==> src/rtl/trigger_fill_ctrl.sv <==
// Trigger-fill sprite sequencer: maps scan position to sprite ROM addresses, absorbs the ROM's
// one-cycle read latency and masks the sprite bottom-up by a per-frame ramped trigger level.
module trigger_fill_ctrl #(
   parameter int unsigned SPR_W      = 584,
   parameter int unsigned SPR_H      = 167,
   parameter int unsigned X0         = 28,
   parameter int unsigned Y0         = 150,
   parameter int unsigned FILL_STEP  = 4,
   parameter logic [11:0] FILL_COLOR = 12'hFFF,
   parameter logic [11:0] DIM_COLOR  = 12'h333
) (
   input  logic        clk,
   input  logic        rst_n,
   input  logic [9:0]  hpos,
   input  logic [9:0]  vpos,
   input  logic        frame_start,
   input  logic [7:0]  fill_level,
   output logic [7:0]  rom_row,
   output logic [9:0]  rom_col,
   input  logic [11:0] rom_data,
   output logic        pix_valid,
   output logic [11:0] pix_color,
   output logic [7:0]  disp_level
);

   // Streaming pipeline: no stalls and no handshake, one scan position accepted every cycle.
   logic [7:0]  rom_row_q, rom_row_d;
   logic [9:0]  rom_col_q, rom_col_d;
   logic        win1_q, win1_d, lit1_q, lit1_d;
   logic        win2_q, win2_d, lit2_q, lit2_d;
   logic        pix_valid_q, pix_valid_d;
   logic [11:0] pix_color_q, pix_color_d;
   logic [7:0]  disp_level_q, disp_level_d;
   logic [7:0]  fill_rows_q, fill_rows_d;

   logic [10:0] h_w, v_w, rel_y, lit_thresh;
   logic        in_win;
   logic [7:0]  diff;
   logic [15:0] prod;

   always_comb begin
      h_w        = {1'b0, hpos};
      v_w        = {1'b0, vpos};
      in_win     = (h_w >= 11'(X0)) && (h_w < 11'(X0 + SPR_W)) &&
                   (v_w >= 11'(Y0)) && (v_w < 11'(Y0 + SPR_H));
      rel_y      = v_w - 11'(Y0);
      lit_thresh = 11'(SPR_H) - {3'b000, fill_rows_q};

      rom_row_d  = in_win ? 8'(vpos - 10'(Y0)) : 8'd0;
      rom_col_d  = in_win ? (hpos - 10'(X0)) : 10'd0;
      win1_d     = in_win;
      lit1_d     = in_win && (rel_y >= lit_thresh);

      win2_d     = win1_q;
      lit2_d     = lit1_q;

      pix_valid_d = win2_q && (rom_data != 12'd0);
      if (!pix_valid_d)
         pix_color_d = 12'd0;
      else if (lit2_q)
         pix_color_d = FILL_COLOR;
      else
         pix_color_d = DIM_COLOR;

      // Ramp toward the target by at most FILL_STEP; the min() keeps it inside 0..255.
      disp_level_d = disp_level_q;
      diff         = 8'd0;
      if (frame_start) begin
         if (fill_level > disp_level_q) begin
            diff         = fill_level - disp_level_q;
            disp_level_d = disp_level_q + ((diff > 8'(FILL_STEP)) ? 8'(FILL_STEP) : diff);
         end else if (fill_level < disp_level_q) begin
            diff         = disp_level_q - fill_level;
            disp_level_d = disp_level_q - ((diff > 8'(FILL_STEP)) ? 8'(FILL_STEP) : diff);
         end
      end

      // Ceiling of level*SPR_H/256, so any non-zero level lights at least one row.
      prod        = 16'(disp_level_q) * 16'(SPR_H) + 16'd255;
      fill_rows_d = 8'(prod >> 8);
   end

   always_ff @(posedge clk) begin
      if (!rst_n) begin
         rom_row_q    <= 8'd0;
         rom_col_q    <= 10'd0;
         win1_q       <= 1'b0;
         lit1_q       <= 1'b0;
         win2_q       <= 1'b0;
         lit2_q       <= 1'b0;
         pix_valid_q  <= 1'b0;
         pix_color_q  <= 12'd0;
         disp_level_q <= 8'd0;
         fill_rows_q  <= 8'd0;
      end else begin
         rom_row_q    <= rom_row_d;
         rom_col_q    <= rom_col_d;
         win1_q       <= win1_d;
         lit1_q       <= lit1_d;
         win2_q       <= win2_d;
         lit2_q       <= lit2_d;
         pix_valid_q  <= pix_valid_d;
         pix_color_q  <= pix_color_d;
         disp_level_q <= disp_level_d;
         fill_rows_q  <= fill_rows_d;
      end
   end

   assign rom_row    = rom_row_q;
   assign rom_col    = rom_col_q;
   assign pix_valid  = pix_valid_q;
   assign pix_color  = pix_color_q;
   assign disp_level = disp_level_q;

endmodule

==> config.mk <==
export PLATFORM = sky130hd
export DESIGN_NAME = trigger_fill_ctrl
export DESIGN_NICKNAME = d
export VERILOG_FILES = /design/src/rtl/trigger_fill_ctrl.sv
export SDC_FILE = /design/constraint.sdc
export NUM_CORES = 1
export LEC_CHECK = 0
export ABC_AREA = 1
export CAP_MARGIN = 20
export CELL_PAD_IN_SITES_DETAIL_PLACEMENT = 1
export CELL_PAD_IN_SITES_GLOBAL_PLACEMENT = 1
export CORE_MARGIN = 3
export CORE_UTILIZATION = 40
export CTS_CLUSTER_DIAMETER = 60
export DETAILED_ROUTE_END_ITERATION = 7
export HOLD_SLACK_MARGIN = 0.06
export PLACE_DENSITY_LB_ADDON = 0.1
export SETUP_SLACK_MARGIN = 0.4
export SLEW_MARGIN = 20
export SYNTH_ARGS = -nofsm -noshare
export SYNTH_HDL_FRONTEND = slang
export SYNTH_SLANG_ARGS = --single-unit
==> constraint.sdc <==
create_clock -name clk -period 8.3 [get_ports clk]
set_input_delay 1.66 -clock clk [delete_from_list [all_inputs] [get_ports clk]]
set_output_delay 1.66 -clock clk [all_outputs]
set_load 0.05 [all_outputs]
Word level (Yosys, flattened, before mapping)
Cells that the tools add are included.

storage, ports and cells
  bits in registers = 51
  bits of input ports = 43
  output and inout bits = 39
  logic and storage cells = 44

operators by class
  add/sub/neg operators = 9
  multiply operators = 1
  order comparisons = 9
  muxes and demuxes = 5
  reductions and logical operators = 10

operators by type and width
  kind                   count
  $mux 8                 4
  $sub 8x8->8            3
  $add 16x8->16 const B  1
  $gt 8x3->1 const B     2
  $mul 8x8->16 const B   1
  $mux 12                1
  $reduce_bool 12->1     1
  $ge 11x11->1           1
  $sub 10x8->11 const B  1
  $ge 10x5->1 const B    1
  $ge 10x8->1 const B    1
  $lt 10x10->1 const B   1
  $lt 10x9->1 const B    1
  $sub 10x5->10 const B  1
  $sub 8x8->9 const A    1
  $add 8x8->8            1
  $gt 8x8->1             1
  $lt 8x8->1             1
  $sub 8x8->8 const B    1
  $reduce_and 2->1       3
  $logic_and 1x1->1      5
  $reduce_bool 2->1      1

Longest topological paths before layout
  depth after elaboration = 6
  mapped depth = 26

Worst setup path after synthesis
No wires, ideal clock.

  path kind = in2reg
  from = in fill_level[0]
  to = reg disp_level_q[7] (netlist: disp_level[7])
  setup time = 0.115 ns
  arrival = 4.773 ns
  path slack = 3.412 ns
  stages = 25
  buffers on the path = 0
  cell sequence = inv_1 ha_1 fa_1 inv_1 nand2_1 nand2_1 nand2_1 xor2_1 a21o_1 nor4_2 nand2_1 ha_1 xor2_1 nand2_1 o21ai_0 ha_1 a21oi_1 nand2_1 nand4_1 and2_1 nand3_2 nand2_1 nor2_1 nor2_1 nor2_1

between the ends
  cells in the longest elaborated chain, start to end = 6

ends and longest elaborated chain
  item                    RTL line  text
  start: declaration      17        input logic [7:0] fill_level,
  $sub 8x8->8             73        diff = disp_level_q - fill_level;
  $gt 8x3->1              74        disp_level_d = disp_level_q - ((diff > 8'(FILL_STEP)) ? 8'(FILL_STEP) : diff);
  $mux 8                  74
  $sub 8x8->8             74
  $mux 8                  72        end else if (fill_level < disp_level_q) begin
  $mux 8                  69        if (fill_level > disp_level_q) begin
  end signal: assignment  104       disp_level_q <= disp_level_d;
  end: declaration        33        logic [7:0] disp_level_q, disp_level_d;

Several ways; a longest one is shown, not always the timed one. The select of a mux whose other input is x is not followed.
A chain may end at the register's enable or synchronous reset.

Final worst setup path
Ends and elaborated chain as after synthesis.

==> impl_results.md <==
- Outcome: finished, final reports clean
- Mean post-synth cell area: 7.569 um^2
- Slew @ Worst Pin: 0.7236 ns
- Area Growth Syn to Fin: 22.02%
- Register area share after synthesis: 18.57%
- Worst setup startpoint: fill_level[0]
- Layout cell share with drive strength beyond 1: 2.892%
- Register bit total from synthesis: 41
- Num rows: 37
- Total number of vias: 3984
- Crit Path Max Fanout: 4
- Die width: 111.1 um
- Crit path required time: 8.49 ns
- Slowest-stage cell, CP: clkdlybuf4s50_1
- First-pass GRT wire length: 19.15 mm
- Max-cap violations: 0
- Top cell family by delay on the critical path: simple AND/OR/NAND/NOR gates
- Critical path class: primary input to register
- Synth Area in XOR/XNOR: 5.548%
- Die height: 111.1 um
- Clock transition at the registers of the reported paths: 0.08 ns
- Port buffer count: 81
- Placed cells: 785
- CTS max path bufs: 2
- Final hold violations: 0
- GRT Resource Usage Total: 18.28%
- Hold Crit Class: register to register
- Synthesized Nets: 729
- R2r setup slk: 4.00 ns
- DR vias/cell: 5.024
- Setup crit start kind: primary input
- Number of flops mapped to enable cells by yosys: 0
- Largest net degree at the start of global routing: 21
- Clk root buf: clkbuf_8
- Worst Setup EP: disp_level[7]
- # diodes: 0
- R2r worst-path depth: 24
- Core region area: 10560 um^2
- Mapped Area: 4420 um^2
- Number of global-route vias before repair: 4221
- Crit path top cell by count: nand2_1
- Buf+Inv Stages, Crit Path: 3
- Compound-cell area share of the yosys netlist: 12.34%
- Starting Density: 41.88%
- H-tree levels: 2
- Fin cells: 793
- Routability cong.: 0.8533
- Ports: 82
- Die area: 12350 um^2
- Clock buffer count from CTS: 5
- Reg2reg start: disp_level[1]
- Total power: 2.245 mW
- Setup TNS Final: 0 ns
- Final setup fails: 0
- Met1 wire length: 4.945 mm
- Post-synthesis cell count: 584
- Worst EP arrival: 5.70 ns
- Post-DRT Antenna Nets: 0
- Largest family of logic cells by synthesized area: adder cells
- Final clock skew: 0.006691 ns
- Post-Route WL: 11.22 mm
- Nets: 801
- Critical path capture point type: register
- Unique masters post-synth: 38
- Most used DFF post-synth: dfxtp_1
- Fin crit period: 5.503 ns
- Wire length per cell: 14.14 um
- RSZ-0062 raised after global routing: false
- GRT overflow: 0
- Simple-gate share of the synthesized area: 18.54%
- F_max: 0.1817 GHz
- PwrDens: 416.2 nW/um^2
- Clock insertion delay at the later pin of the skew report: 0.30 ns
- Fill cell count: 1339
- Mux contribution to synthesized area: 0%
- Number of cells on the critical path: 26
- Met3 WL: 359 um
- Number of iterations in the first detailed-routing pass: 4
- Max rail drop VDD: 488.7 uV
- CTS resizes: 0
- Slew HR: 51.61%
- Clock Sinks: 41
- Final Slew Violations: 0
- Initial antenna violation count: 0
- WHS: 0.4217 ns
- CP max stage delay: 0.48 ns
- Synth Warn #: 0
- Async set-reset flop share out of synthesis: 0%
- Top Layer Used: met4
- LEAKAGE: 2.760 nW
- Post-CTS Hold Buffers: 0
- Final worst-path cycle share: 66.30%
- Adder-Cell Fraction of Synth Area: 32.61%
- Met2 wire length: 5.760 mm
- Reg-to-Reg End: disp_level[7]
- Initial drt markers: 107
- Drt drc: 0
- Number of setup buffers added after CTS: 0
- CTS tree: yes
- DP HPWL: 9.438 mm
-- synth_stat cells (3+ instances only) --
master   count  area (um^2)
xor2_1      24        210.2
nand4_1      8        50.05
inv_1      110        412.9
nor3_1       5        25.02
xnor2_1      4        35.03
a21o_1       4        30.03
nand2_1     90        337.8
buf_4       13        97.59
nor2_1      50        187.7
inv_2        3        11.26
nand3_1     24        120.1
dfxtp_1     41        820.8
a21oi_1     46        230.2
o21ai_0     30        150.1
ha_1        80         1001
nor4_1       3        18.77
fa_1        22        440.4
-- per-stage QoR --
stage | setup slack [ns] | instance area, um^2 | util [%]
after detailed placement | 2.483 | 5278 | 50.00
after global placement | 2.680 | 5278 | 50.00
after floorplan | 3.412 | 4420 | -
after CTS | 2.785 | 5394 | 51.10
after global routing | 2.393 | 5394 | 51.10
final | 2.797 | 5394 | 51.10
-- worst min-delay path, stage by stage, from the launching register on --
cell	delay [ns]
dfxtp_1	0.30
inv_1	0.04
nor2_1	0.04
-- how the worst min path moves through the flow --
stage            from             to  depth (start not counted)
3_3_place_gp   lit2_q  pix_color[10]                          2
2_1_floorplan  lit1_q         lit2_q                          2
5_1_grt        lit2_q  pix_color[10]                          2
6_report       lit2_q  pix_color[10]                          2
4_1_cts        lit2_q  pix_color[10]                          2
3_5_place_dp   lit1_q         lit2_q                          2
-- power by group --
| group | leakage (nW) | switching [mW] | internal, mW |
|---|---|---|---|
| clock | 0.0585 | 0.0742 | 0.0982 |
| sequential | 0.335 | 0.0597 | 0.231 |
| combinational | 2.37 | 1.08 | 0.705 |
-- layout make-up --
cell class / instances / area (um^2) / area share (%)
tap: 136 / 170.2 / 3.155
multi-input combinational: 414 / 3052 / 56.58
timing repair buffer: 81 / 810.8 / 15.03
clock buffer: 7 / 86.33 / 1.601
inverter: 113 / 424.2 / 7.864
clock inverter: 1 / 30.03 / 0.5567
sequential: 41 / 820.8 / 15.22
-- state kept, by name (all words and copies together), names as in the netlist --
signal       flops
fill_rows_q      8
rom_row          8
win2_q           1
rom_col         10
pix_color        2
lit1_q           1
lit2_q           1
pix_valid        1
win1_q           1
disp_level       8
-- kinds of logic after synthesis --
kind of cell             count (synthesis)
flip-flops                              41
AND/OR/NAND/NOR                        189
adder cells (fa/ha/maj)                102
XOR/XNOR                                28
AO/OA/AOI/OAI                           95
buffers and inverters                  129
-- layout by cell type (no fill, tap or decap), types with 2 or more instances in the layout --
| master | Yosys | final |
|---|---|---|
| nand2_1 | 90 | 90 |
| clkdlybuf4s50_1 | 0 | 81 |
| clkbuf_8 | 0 | 6 |
| a221oi_1 | 2 | 2 |
| o21ai_0 | 30 | 30 |
| nand4_1 | 8 | 8 |
| inv_2 | 3 | 3 |
| nand3_2 | 2 | 2 |
| a21o_1 | 4 | 4 |
| xor2_1 | 24 | 24 |
| nor3_1 | 5 | 5 |
| and2_1 | 2 | 2 |
| a21boi_0 | 2 | 2 |
| ha_1 | 80 | 80 |
| a21oi_1 | 46 | 46 |
| nor4_1 | 3 | 3 |
| xnor2_1 | 4 | 4 |
| inv_1 | 110 | 110 |
| dfxtp_1 | 41 | 41 |
| a31oi_1 | 2 | 2 |
| fa_1 | 22 | 22 |
| nor2_1 | 50 | 50 |
| nand3_1 | 24 | 24 |
-- routing by layer --
| layer | global-route usage (%) | up-vias |
|---|---|---|
| li1 | - | 2015 |
| met1 | 22.66 | 1891 |
| met2 | 33.78 | 65 |
| met3 | 2.238 | 13 |
| met4 | 3.974 | 0 |
| met5 | 0 | - |
Note: power is estimated with default switching activity, not from simulation.
